### src/rtl/pipelined_normalizer.sv
// Two-stage leading-zero normaliser: stage 1 counts leading zeros, stage 2 shifts
// and adjusts the exponent with denormal clamping. NORM_STATS_EN adds transfer counters.
module pipelined_normalizer #(
  parameter int WIDTH = 24,
  parameter int EXP_W = 8,
  parameter int CNT_W = $clog2(WIDTH + 1)
) (
  input  logic             clk,
  input  logic             rst_n,
  input  logic             in_valid,
  output logic             in_ready,
  input  logic [WIDTH-1:0] in_mant,
  input  logic [EXP_W-1:0] in_exp,
  input  logic             in_norm_en,
  output logic             out_valid,
  input  logic             out_ready,
  output logic [WIDTH-1:0] out_mant,
  output logic [EXP_W-1:0] out_exp,
  output logic [CNT_W-1:0] out_lzc,
  output logic             out_zero,
  output logic             out_uflow
`ifdef NORM_STATS_EN
  ,
  output logic [15:0]      stat_uflow_cnt,
  output logic [15:0]      stat_zero_cnt
`endif
);

  localparam int SW = (CNT_W > EXP_W) ? CNT_W : EXP_W;

  logic             r1_valid;
  logic [WIDTH-1:0] r1_mant;
  logic [EXP_W-1:0] r1_exp;
  logic             r1_en;
  logic [CNT_W-1:0] r1_lzc;
  logic             r1_zero;

  logic             r2_valid;
  logic [WIDTH-1:0] r2_mant;
  logic [EXP_W-1:0] r2_exp;
  logic [CNT_W-1:0] r2_lzc;
  logic             r2_zero;
  logic             r2_uflow;

  logic             w_s2_free;
  logic             w_in_ready;
  logic [CNT_W-1:0] w_lzc_raw;
  logic [CNT_W-1:0] w_lzc;
  logic             w_zero;
  logic [SW-1:0]    w_lzc_x;
  logic [SW-1:0]    w_exp_x;
  logic [SW-1:0]    w_sh;
  logic             w_uflow;
  logic [WIDTH-1:0] w_mant_n;
  logic [EXP_W-1:0] w_exp_n;

  assign w_s2_free  = !r2_valid || out_ready;
  assign w_in_ready = !r1_valid || w_s2_free;

  // Later (higher) set bits overwrite earlier ones, leaving the MSB position.
  always_comb begin
    w_lzc_raw = CNT_W'(WIDTH);
    for (int i = 0; i < WIDTH; i++) begin
      if (in_mant[i]) w_lzc_raw = CNT_W'(WIDTH - 1 - i);
    end
  end

  assign w_zero = (in_mant == '0);
  assign w_lzc  = in_norm_en ? w_lzc_raw : '0;

  assign w_lzc_x = SW'(r1_lzc);
  assign w_exp_x = SW'(r1_exp);
  assign w_sh    = (w_lzc_x < w_exp_x) ? w_lzc_x : w_exp_x;
  assign w_uflow = (w_lzc_x > w_exp_x) && !r1_zero && r1_en;

  // A normalised zero has no meaningful exponent, so it is forced to 0.
  always_comb begin
    w_mant_n = r1_mant << w_sh;
    w_exp_n  = r1_exp - EXP_W'(w_sh);
    if (r1_zero && r1_en) begin
      w_mant_n = '0;
      w_exp_n  = '0;
    end
  end

  always_ff @(posedge clk) begin
    if (!rst_n) begin
      r1_valid <= 1'b0;
      r1_mant  <= '0;
      r1_exp   <= '0;
      r1_en    <= 1'b0;
      r1_lzc   <= '0;
      r1_zero  <= 1'b0;
      r2_valid <= 1'b0;
      r2_mant  <= '0;
      r2_exp   <= '0;
      r2_lzc   <= '0;
      r2_zero  <= 1'b0;
      r2_uflow <= 1'b0;
    end else begin
      if (w_in_ready) begin
        r1_valid <= in_valid;
        if (in_valid) begin
          r1_mant <= in_mant;
          r1_exp  <= in_exp;
          r1_en   <= in_norm_en;
          r1_lzc  <= w_lzc;
          r1_zero <= w_zero;
        end
      end
      if (w_s2_free) begin
        r2_valid <= r1_valid;
        if (r1_valid) begin
          r2_mant  <= w_mant_n;
          r2_exp   <= w_exp_n;
          r2_lzc   <= r1_lzc;
          r2_zero  <= r1_zero;
          r2_uflow <= w_uflow;
        end
      end
    end
  end

  assign in_ready  = w_in_ready;
  assign out_valid = r2_valid;
  assign out_mant  = r2_mant;
  assign out_exp   = r2_exp;
  assign out_lzc   = r2_lzc;
  assign out_zero  = r2_zero;
  assign out_uflow = r2_uflow;

`ifdef NORM_STATS_EN
  logic        w_out_fire;
  logic [15:0] r_uflow_cnt;
  logic [15:0] r_zero_cnt;

  assign w_out_fire = r2_valid && out_ready;

  always_ff @(posedge clk) begin
    if (!rst_n) begin
      r_uflow_cnt <= '0;
      r_zero_cnt  <= '0;
    end else if (w_out_fire) begin
      if (r2_uflow && (r_uflow_cnt != 16'hFFFF)) r_uflow_cnt <= r_uflow_cnt + 16'd1;
      if (r2_zero && (r_zero_cnt != 16'hFFFF))   r_zero_cnt  <= r_zero_cnt + 16'd1;
    end
  end

  assign stat_uflow_cnt = r_uflow_cnt;
  assign stat_zero_cnt  = r_zero_cnt;
`endif

endmodule
### config.mk
export PLATFORM = sky130hd
export DESIGN_NAME = pipelined_normalizer
export DESIGN_NICKNAME = d
export VERILOG_FILES = /design/src/rtl/pipelined_normalizer.sv
export SDC_FILE = /design/constraint.sdc
export NUM_CORES = 1
export LEC_CHECK = 0
export ABC_AREA = 1
export CORE_MARGIN = 4
export CORE_UTILIZATION = 58
export DETAILED_ROUTE_END_ITERATION = 8
export HOLD_SLACK_MARGIN = 0.05
export PLACE_DENSITY = 0.86
export SKIP_CTS_REPAIR_TIMING = 1
export SLEW_MARGIN = 20
export SYNTH_ARGS = -nofsm -noshare
export SYNTH_HDL_FRONTEND = slang
export SYNTH_SLANG_ARGS = --single-unit
### constraint.sdc
create_clock -name clk -period 8.3 [get_ports clk]
set_input_delay 0.83 -clock clk [delete_from_list [all_inputs] [get_ports clk]]
set_output_delay 0.83 -clock clk [all_outputs]
set_load 0.05 [all_outputs]
# --- After elaboration in Yosys (flattened, before gate mapping) ---
# Cells that the tools add are included.
word_totals:
  ff_bits: 80
op_classes:
  n_addsub: 1
  magnitude_cmp: 2
  shifts: 1
  muxes: 28
  n_reduce_logical: 11
ops:
  columns: ["cell", "count"]
  rows:
  - ["$mux W5", 24]
  - ["$logic_not A24 Y1", 1]
  - ["$mux W24", 1]
  - ["$shl A24 B8 Y24", 1]
  - ["$mux W8", 2]
  - ["$gt A5 B8 Y1", 1]
  - ["$lt A5 B8 Y1", 1]
  - ["$sub A8 B8 Y8", 1]
  - ["$mux W4", 1]
  - ["$reduce_and A2 Y1", 2]
  - ["$logic_and A1 B1 Y1", 3]
  - ["$logic_not A1 Y1", 3]
  - ["$logic_or A1 B1 Y1", 2]

# --- Depth between registers and ports, before layout ---
# Gate-level depths: netlist (run 1).
depth:
  depth_word: 25
  depth_mapped: 25

# --- Worst setup path before layout (run 1) ---
# OpenSTA, ideal clock, no wires.
synth_path:
  path_type: "register -> register"
  start: "register r1_exp[1]"
  end: "register r2_exp[7], in the netlist out_exp[7]"
  arrival_time_ps: 3003
  t_required_ps: 8229
  path_slack_ps: 5226
  stages_incl_launch_ff: 22
  cell_sequence: "dfxtp_1 -> inv_1 -> ha_1 -> a21oi_1 -> o21ai_1 -> nand2_2 -> nand2_4 -> buf_8 -> o21ai_2 -> clkbuf_1 -> ha_1 -> nand2_1 -> nor2_1 -> a211oi_1 -> nor2_1 -> nor2_1 -> o21ai_0 -> nor2_1 -> nand2_1 -> a21oi_1 -> o21ai_0 -> a21oi_1"
synth_between:
  elab_chain_cells: 4
synth_rtl:
  columns: ["item", "line_no", "source"]
  rows:
  - ["start, declared", "33", "logic [EXP_W-1:0] r1_exp;"]
  - ["start signal, assigned", "105", "r1_exp <= in_exp;"]
  - ["$lt A5 B8 Y1", "73", "assign w_sh = (w_lzc_x < w_exp_x) ? w_lzc_x : w_exp_x;"]
  - ["$mux W8", "73", null]
  - ["$sub A8 B8 Y8 *", "79", "w_exp_n = r1_exp - EXP_W'(w_sh);"]
  - ["$mux W8 *", "80", "if (r1_zero && r1_en) begin"]
  - ["end signal, assigned", "115", "r2_exp <= w_exp_n;"]
  - ["end, declared", "40", "logic [EXP_W-1:0] r2_exp;"]
# Every way passes the cells marked *; elsewhere a longest branch is shown, timed or not.
# A chain may end at the register's enable or synchronous reset.

# --- Final worst setup path (run 1) ---
layout_path:
  start: "register r1_exp[1]"
  end: "register r2_exp[6], in the netlist out_exp[6]"
# The elaborated chain is that of the path after synthesis.

==> results of run 1 <==
power groups by stage:
stage | registers (mW) | clock network [mW] | logic [mW]
2_1_floorplan | 0.479 | 0 | 0.202
3_3_place_gp | 0.432 | 0 | 0.325
3_5_place_dp | 0.433 | 0 | 0.333
4_1_cts | 0.424 | 0.318 | 0.335
5_1_grt | 0.428 | 0.336 | 0.372
6_report | 0.424 | 0.317 | 0.338
layer usage:
metal  GRT usage  wire length, um  vias to the layer above
met5           0                0                        -
met4      0.0756              178                        0
met3      0.0481              701                       18
met2       0.393             5190                      156
met1       0.313             5260                     2044
li1            -                -                     2422
cells in the mapped netlist, types with 2 or more instances:
master	n	area share
sky130_fd_sc_hd__nand2_1	188	0.15
sky130_fd_sc_hd__a21oi_1	81	0.088
sky130_fd_sc_hd__dfxtp_1	80	0.35
sky130_fd_sc_hd__inv_1	73	0.059
sky130_fd_sc_hd__o21ai_0	56	0.061
sky130_fd_sc_hd__nand3_1	50	0.054
sky130_fd_sc_hd__nor2_1	39	0.032
sky130_fd_sc_hd__clkbuf_1	26	0.021
sky130_fd_sc_hd__o211ai_1	15	0.024
sky130_fd_sc_hd__o21ai_1	13	0.014
sky130_fd_sc_hd__ha_1	10	0.027
sky130_fd_sc_hd__o21ai_2	9	0.017
sky130_fd_sc_hd__nand4_1	7	0.0095
sky130_fd_sc_hd__nand2_2	5	0.0068
sky130_fd_sc_hd__nor3_1	5	0.0054
sky130_fd_sc_hd__buf_2	4	0.0043
sky130_fd_sc_hd__buf_6	4	0.0098
sky130_fd_sc_hd__clkinv_1	3	0.0024
sky130_fd_sc_hd__inv_2	3	0.0024
sky130_fd_sc_hd__o211ai_2	3	0.0081
sky130_fd_sc_hd__buf_8	2	0.0065
sky130_fd_sc_hd__nand2_4	2	0.0049
sky130_fd_sc_hd__nor2_2	2	0.0027
sky130_fd_sc_hd__o21bai_1	2	0.0033
sky130_fd_sc_hd__or2_1	2	0.0027
cell type report:
type / count / share of cell area
multi-input combinational: 503 / 0.451
inverter: 79 / 0.0534
tap: 102 / 0.0230
clock inverter: 6 / 0.0169
sequential: 80 / 0.288
timing repair buffer: 82 / 0.145
clock buffer: 10 / 0.0230
registers in the layout, summed over array words and instances, names as in the netlist:
name / flops
out_mant: 24
r1_mant: 24
out_exp: 8
r1_exp: 8
out_lzc: 5
r1_lzc: 5
out_uflow: 1
out_valid: 1
out_zero: 1
r1_en: 1
r1_valid: 1
r1_zero: 1
worst paths after layout:
path	to	cells after the start
hold / removal	out_mant[10]$_SDFFE_PN0P_	2
setup reg to reg	out_exp[6]$_SDFFE_PN0P_	18
setup / recovery	out_exp[6]$_SDFFE_PN0P_	18
hold reg to reg	out_mant[10]$_SDFFE_PN0P_	2
logic make-up after synthesis:
family                   count (synthesis)  share of synthesized area
AND/OR/NAND/NOR                        303                      0.275
AO/OA/AOI/OAI                          187                      0.231
adder cells (fa/ha/maj)                 11                     0.0314
XOR/XNOR                                 1                    0.00190
multiplexers                             1                    0.00217
buffers and inverters                  117                      0.111
flip-flops                              80                      0.347
cell usage in the layout, fill, tap and decap left out, types with 3 or more instances in the layout:
| master | synthesis | final |
|---|---|---|
| sky130_fd_sc_hd__a21oi_1 | 81 | 81 |
| sky130_fd_sc_hd__nor2_1 | 39 | 39 |
| sky130_fd_sc_hd__nor3_1 | 5 | 5 |
| sky130_fd_sc_hd__inv_1 | 73 | 73 |
| sky130_fd_sc_hd__ha_1 | 10 | 10 |
| sky130_fd_sc_hd__clkdlybuf4s50_1 | 0 | 76 |
| sky130_fd_sc_hd__o211ai_2 | 3 | 3 |
| sky130_fd_sc_hd__o21ai_1 | 13 | 13 |
| sky130_fd_sc_hd__nand3_1 | 50 | 50 |
| sky130_fd_sc_hd__inv_2 | 3 | 4 |
| sky130_fd_sc_hd__nand2_2 | 5 | 5 |
| sky130_fd_sc_hd__nand2_1 | 188 | 188 |
| sky130_fd_sc_hd__clkbuf_8 | 0 | 9 |
| sky130_fd_sc_hd__buf_4 | 0 | 5 |
| sky130_fd_sc_hd__nand4_1 | 7 | 7 |
| sky130_fd_sc_hd__o211ai_1 | 15 | 15 |
| sky130_fd_sc_hd__clkinv_4 | 0 | 3 |
| sky130_fd_sc_hd__o21ai_2 | 9 | 9 |
| sky130_fd_sc_hd__dfxtp_1 | 80 | 80 |
| sky130_fd_sc_hd__o21ai_0 | 56 | 56 |
critical path, stage by stage, from the launching register on:
cell	delay, ns
sky130_fd_sc_hd__dfxtp_1	0.39
sky130_fd_sc_hd__inv_1	0.09
sky130_fd_sc_hd__ha_1	0.33
sky130_fd_sc_hd__a21oi_1	0.16
sky130_fd_sc_hd__o21ai_1	0.09
sky130_fd_sc_hd__nand2_2	0.08
sky130_fd_sc_hd__nand2_4	0.11
sky130_fd_sc_hd__o21ai_4	0.80
sky130_fd_sc_hd__inv_2	0.21
sky130_fd_sc_hd__ha_1	0.28
sky130_fd_sc_hd__inv_1	0.08
sky130_fd_sc_hd__fa_1	0.22
sky130_fd_sc_hd__a21oi_1	0.08
sky130_fd_sc_hd__nor2_1	0.11
sky130_fd_sc_hd__o21ai_0	0.12
sky130_fd_sc_hd__nand3_1	0.12
sky130_fd_sc_hd__o21ai_0	0.11
sky130_fd_sc_hd__a21o_1	0.18
sky130_fd_sc_hd__a21oi_1	0.11
stage by stage:
stage,power [mW],setup WS [ns]
2_1_floorplan,0.682,5.23
3_3_place_gp,0.757,4.70
3_5_place_dp,0.766,4.51
4_1_cts,1.08,4.63
5_1_grt,1.14,4.28
6_report,1.08,4.56
==> key figures, run 1 <==
Status
  • Status: complete, no violations

Route
  • Vias post-DR: 4640
  • Vias per std cell: 5.38
  • Initial DRC count: 430
  • Number of DRC violations after detailed routing: 0
  • Routed Antenna Nets: 0
  • Average routed wire per standard cell: 13.1 um
  • 1st-pass router iterations: 5
  • Final WL: 11300 um

STA
  • RSZ-0062 raised after global routing: false
  • Fin Clk Skew: 0.0152 ns
  • Slew of the pin with the lowest slew margin: 1.01 ns
  • Hold Violations, Final: 0
  • Worst hold slack across all endpoints: 0.467 ns
  • Final critical delay including setup and external delays: 3.74 ns
  • Part of the cycle the worst path needs: 0.450
  • Relative slew margins: 0.327
  • Peak Freq: 0.268 GHz
  • Final number of setup-violating endpoints: 0
  • Summed negative setup slack over all endpoints: 0 ns
  • Number of pins exceeding their max-slew limit in the final report: 0

Power and ir drop
  • Combinational power share: 0.313
  • Relative contribution of the clock network to total power: 0.294
  • Net switching power figure: 383 uW
  • Switching power share of the total: 0.355
  • Leakage power: 2.37 nW
  • Pwr Density: 194 nW/um^2
  • Share of total power in sequential cells: 0.393
  • Internal power component: 697 uW
  • Maximum ir drop on the vdd rail: 105 uV

Clock network
  • Clock transition time at the flip-flop clock pins of the worst setup and hold paths: 0.09 ns
  • CTS Root Cell: sky130_fd_sc_hd__clkbuf_8
  • Clock insertion delay at the later pin of the skew report: 0.37 ns
  • Maximum clock path buffer count: 2
  • Sink Count: 80
  • CTS H-Tree Depth: 3
  • Number of buffers created by CTS: 9
  • Clock tree from TritonCTS: built

Worst hold path
  • Tightest Hold Check Type: flip-flop to flip-flop
  • Launch point of the worst hold path: out_mant[10]$_SDFFE_PN0P_

Final layout
  • Post-route standard cell area excluding fillers: 5550 um^2
  • Area delta synth->final: 20.3%
  • Antenna diode count: 0
  • Area of combinational cells with multiple inputs: 2500 um^2
  • Post-Route Utilization: 0.718
  • Share of cells above drive strength 1: 0.0658
  • Nets: 803
  • Area of all sequential standard cells: 1600 um^2
  • Filler cell count in the final layout: 642
  • Count of non-filler cells in the finished layout: 862

Floorplanning
  • Top-level port count: 78
  • Horiz. Die Dim: 97.2 um
  • Floorplan Core Area: 7730 um^2
  • Die Height: 97.2 um
  • Die footprint: 9450 um^2
  • Standard-cell rows: 32
  • Effective utilization at floorplan: 0.597

Logic synthesis
  • Synthesized Nets: 748
  • Cell count after synthesis: 700
  • Proportion of register bits with asynchronous set or reset after synthesis: 0
  • Netlist area before placement: 4620 um^2
  • Synth warn: 0
  • Number of flops mapped to enable cells by yosys: 0
  • Mapped Avg Cell Area: 6.59 um^2
  • Most frequently used flop master after synthesis: sky130_fd_sc_hd__dfxtp_1
  • Number of unique standard cell types used by synthesis: 41
  • Flip-flop and latch count after synthesis: 80
  • Sequential fraction of the synthesis area: 0.347

Placed design
  • DP Area: 5340 um^2
  • Estimated wirelength of the detail-placed design: 8460 um
  • Number of I/O port buffers: 77
  • Placed insts: 846
  • Global placement routability congestion: 0.901

Critical path
  • Required time of the critical path: 8.59 ns
  • Endpoint class of the critical path: flip-flop
  • Start point of the critical path: r1_exp[1]$_SDFFE_PN0P_
  • Startpoint kind of the worst setup timing path: flip-flop
  • Start of the worst register-to-register path: r1_exp[1]$_SDFFE_PN0P_
  • Critical path arrival: 4.03 ns
  • Kind of critical path: flip-flop to flip-flop
  • FF-to-FF setup slack: 4.56 ns
  • Maximum fanout encountered on the critical timing path: 44

Run
  • Max-capacitance violation count: 0

Global routing
  • Vias in the first global route: 4057
  • Total overflow reported by the global router: 0
  • Initial antenna violation count: 0
  • Maximum number of pins on one net before global-route repair: 71
  • Wire length of the first global-routing pass: 18900 um
  • Overall track demand over capacity in global routing: 0.238
No activity file was read; power rests on OpenSTA's default activity.
==> run 2: changes to the inputs <==
--- a/config.mk
+++ b/config.mk
@@ -7,10 +7,10 @@
 export LEC_CHECK = 0
 export ABC_AREA = 1
 export CORE_MARGIN = 4
-export CORE_UTILIZATION = 58
+export CORE_UTILIZATION = 48
 export DETAILED_ROUTE_END_ITERATION = 8
 export HOLD_SLACK_MARGIN = 0.05
-export PLACE_DENSITY = 0.86
+export PLACE_DENSITY = 0.76
 export SKIP_CTS_REPAIR_TIMING = 1
 export SLEW_MARGIN = 20
 export SYNTH_ARGS = -nofsm -noshare
==> constraint.sdc (replaced) <==
create_clock -name clk -period 3.1 [get_ports clk]
set_input_delay 0.31 -clock clk [delete_from_list [all_inputs] [get_ports clk]]
set_output_delay 0.31 -clock clk [all_outputs]
set_load 0.05 [all_outputs]
==> key figures, run 2 (synthesis results as in run 1) <==
Status
  • Status: complete, no violations

STA
  • Final number of setup-violating endpoints: 0 (unchanged)
  • Fin Clk Skew: 0.0133 ns (-0.00190 ns)
  • Final critical delay including setup and external delays: 2.83 ns (-0.902 ns)
  • Relative slew margins: 0.617 (+0.290)
  • Part of the cycle the worst path needs: 0.914 (+0.464)
  • Number of pins exceeding their max-slew limit in the final report: 0 (unchanged)
  • Slew of the pin with the lowest slew margin: 0.575 ns (-0.431 ns)
  • Hold Violations, Final: 0 (unchanged)
  • Peak Freq: 0.353 GHz (+32%)

Route
  • Routed Antenna Nets: 0 (unchanged)
  • Initial DRC count: 193 (-55%)
  • Vias per std cell: 5.11 (-5.0%)
  • 1st-pass router iterations: 5 (unchanged)
  • Vias post-DR: 4592 (-1.0%)
  • Average routed wire per standard cell: 12.9 um (-1.5%)
  • Final WL: 11600 um (+2.6%)
  • Number of DRC violations after detailed routing: 0 (unchanged)

Floorplanning
  • Effective utilization at floorplan: 0.497 (-0.100)
  • Floorplan Core Area: 9280 um^2 (+20%)
  • Top-level port count: 78 (unchanged)
  • Die Height: 106 um (+9.1%)
  • Die footprint: 11200 um^2 (+19%)
  • Horiz. Die Dim: 106 um (+9.1%)
  • Standard-cell rows: 35 (+9.4%)

Final layout
  • Post-Route Utilization: 0.613 (-0.106)
  • Area delta synth->final: 23.2%
  • Filler cell count in the final layout: 912 (+42%)
  • Share of cells above drive strength 1: 0.0936 (+0.0278)
  • Most frequent cells in the layout: sky130_fd_sc_hd__nand2_1 (187), sky130_fd_sc_hd__a21oi_1 (79), sky130_fd_sc_hd__clkdlybuf4s50_1 (77)
  • Antenna diode count: 0 (unchanged)
  • Nets: 812 (+1.1%)
  • Count of non-filler cells in the finished layout: 898 (+4.2%)
  • Most common cell after layout, fill and taps aside: sky130_fd_sc_hd__nand2_1

Placed design
  • Placed insts: 881 (+4.1%)
  • Number of I/O port buffers: 77 (unchanged)
  • Global placement routability congestion: 0.890 (-1.3%)
  • Estimated wirelength of the detail-placed design: 8960 um (+5.9%)

Critical path
  • Start of the worst register-to-register path: r1_exp[4]$_SDFFE_PN0P_
  • Instance count on the critical path: 16 (-2)
  • FF-to-FF setup slack: 0.27 ns (-4.30 ns)
  • Most used cell along the critical path: sky130_fd_sc_hd__nand2_1
  • Slowest cell on the critical path: sky130_fd_sc_hd__buf_4
  • Required time of the critical path: 3.33 ns (-5.26 ns)
  • Kind of critical path: flip-flop to flip-flop
  • Startpoint kind of the worst setup timing path: flip-flop
  • Maximum fanout encountered on the critical timing path: 43 (-2.3%)
  • Critical path arrival: 3.07 ns (-0.96 ns)
  • Capture instance of the worst register-to-register path: out_mant[18]$_SDFFE_PN0P_
  • Ordered list of cells on the worst path: inv_1 > ha_1 > nand2_1 > nor2_2 > nand2_2 > nand2_8 > nand2_4 > o21ai_4 > buf_4 > o21ai_1 > o21ai_0 > nand2_1 > o21ai_1 > o211ai_1 > nand2_1 > a21oi_1
  • R2r worst-path depth: 16 (-2)
  • Crit-path leading delay family: compound AO/OA/AOI/OAI gates
  • Critical Path Max Stage Delay: 0.38 ns (-0.42 ns)
  • Bufs and invs on worst path: 2 (-1)
  • Endpoint class of the critical path: flip-flop

Worst hold path
  • Tightest Hold Check Type: flip-flop to flip-flop
  • Launch point of the worst hold path: r1_mant[23]$_SDFFE_PN0P_
  • Hold worst-path end: r1_mant[23]$_SDFFE_PN0P_
  • Worst Hold Path Cells: 2 (unchanged)

Global routing
  • Total overflow reported by the global router: 0 (unchanged)
  • Overall track demand over capacity in global routing: 0.208 (-0.0300)
  • Wire length of the first global-routing pass: 19300 um (+2.0%)
  • Vias in the first global route: 4174 (+2.9%)
  • Initial antenna violation count: 0 (unchanged)
  • Maximum number of pins on one net before global-route repair: 70 (-1.4%)

Run
  • Max-capacitance violation count: 0 (unchanged)

Clock network
  • Clock insertion delay at the later pin of the skew report: 0.36 ns (about the same)
  • Sink Count: 80 (unchanged)
  • CTS Root Cell: sky130_fd_sc_hd__clkbuf_8
  • Clock transition time at the flip-flop clock pins of the worst setup and hold paths: 0.09 ns (about the same)
  • CTS H-Tree Depth: 3 (unchanged)
  • Number of buffers created by CTS: 9 (unchanged)
  • Clock tree from TritonCTS: built
  • Maximum clock path buffer count: 2 (unchanged)

Power and ir drop
  • Pwr Density: 488 nW/um^2 (+150%)
  • Leakage power: 2.40 nW (+1.2%)
  • Maximum ir drop on the vdd rail: 220 uV (+110%)
run 2: cell types whose count changed in the layout (fill, tap and decap cells not counted), moves of 2 or more:
cell,change
sky130_fd_sc_hd__a21oi_1,-2
sky130_fd_sc_hd__a21oi_2,+2
sky130_fd_sc_hd__buf_4,+9
sky130_fd_sc_hd__bufinv_16,-2
sky130_fd_sc_hd__clkinv_4,-2
sky130_fd_sc_hd__dfxtp_1,-4
sky130_fd_sc_hd__dfxtp_2,+3
sky130_fd_sc_hd__ha_1,-3
sky130_fd_sc_hd__ha_4,+2
sky130_fd_sc_hd__inv_6,+3
sky130_fd_sc_hd__o21ai_0,-2
run 2: through the flow:
step                setup TNS [ns]  worst slack, ns  cell area, um^2  power (mW)  hold WS (ns)
floorplan                        0           0.0258             4620        1.82         0.430
global placement                 0            0.133             5430        2.06         0.449
detailed placement               0           0.0226             5430        2.07         0.452
CTS                              0          0.00649             5610        2.77         0.463
global route               -0.0222          -0.0222             5690        2.95         0.485
finish                           0            0.266             5690        2.78         0.464
run 2: area by class of cell:
cell class                 count  area [um^2]  share of cell area
multi-input combinational    503         2570               0.451
tap                          129          161              0.0284
sequential                    80         1610               0.283
clock buffer                   9          124              0.0218
clock inverter                 7         55.1             0.00968
timing repair buffer          91          876               0.154
inverter                      79          297              0.0521
run 2: per-layer routing:
metal | vias up | wire, um | global-route usage
met5 | - | 0 | 0
met3 | 11 | 444 | 0.0334
met1 | 2064 | 5820 | 0.285
met2 | 90 | 5230 | 0.341
li1 | 2427 | - | -
met4 | 0 | 136 | 0.0555
run 2: where the power goes:
| group | switching, mW | internal [mW] | leakage [nW] |
|---|---|---|---|
| Combinational | 0.599 | 0.330 | 1.65 |
| Clock | 0.411 | 0.299 | 0.0866 |
| Sequential | 0.0394 | 1.10 | 0.659 |
run 2: worst max-delay path by stage:
| stage | slack, ns | end | start |
|---|---|---|---|
| after global placement | 0.13 | out_exp[6]$_SDFFE_PN0P_ | r1_exp[1]$_SDFFE_PN0P_ |
| after floorplan | 0.03 | out_exp[7]$_SDFFE_PN0P_ | r1_exp[1]$_SDFFE_PN0P_ |
| after detailed placement | 0.02 | out_exp[6]$_SDFFE_PN0P_ | r1_exp[1]$_SDFFE_PN0P_ |
| final | 0.27 | out_mant[18]$_SDFFE_PN0P_ | r1_exp[4]$_SDFFE_PN0P_ |
| after CTS | 0.006 | out_exp[6]$_SDFFE_PN0P_ | r1_exp[1]$_SDFFE_PN0P_ |
| after global routing | -0.02 | out_exp[6]$_SDFFE_PN0P_ | r1_exp[2]$_SDFFE_PN0P_ |
run 2: tightest hold or removal path: stages (launching register included):
cell	delay, ns
sky130_fd_sc_hd__dfxtp_1	0.30
sky130_fd_sc_hd__inv_1	0.06
sky130_fd_sc_hd__a21oi_1	0.06
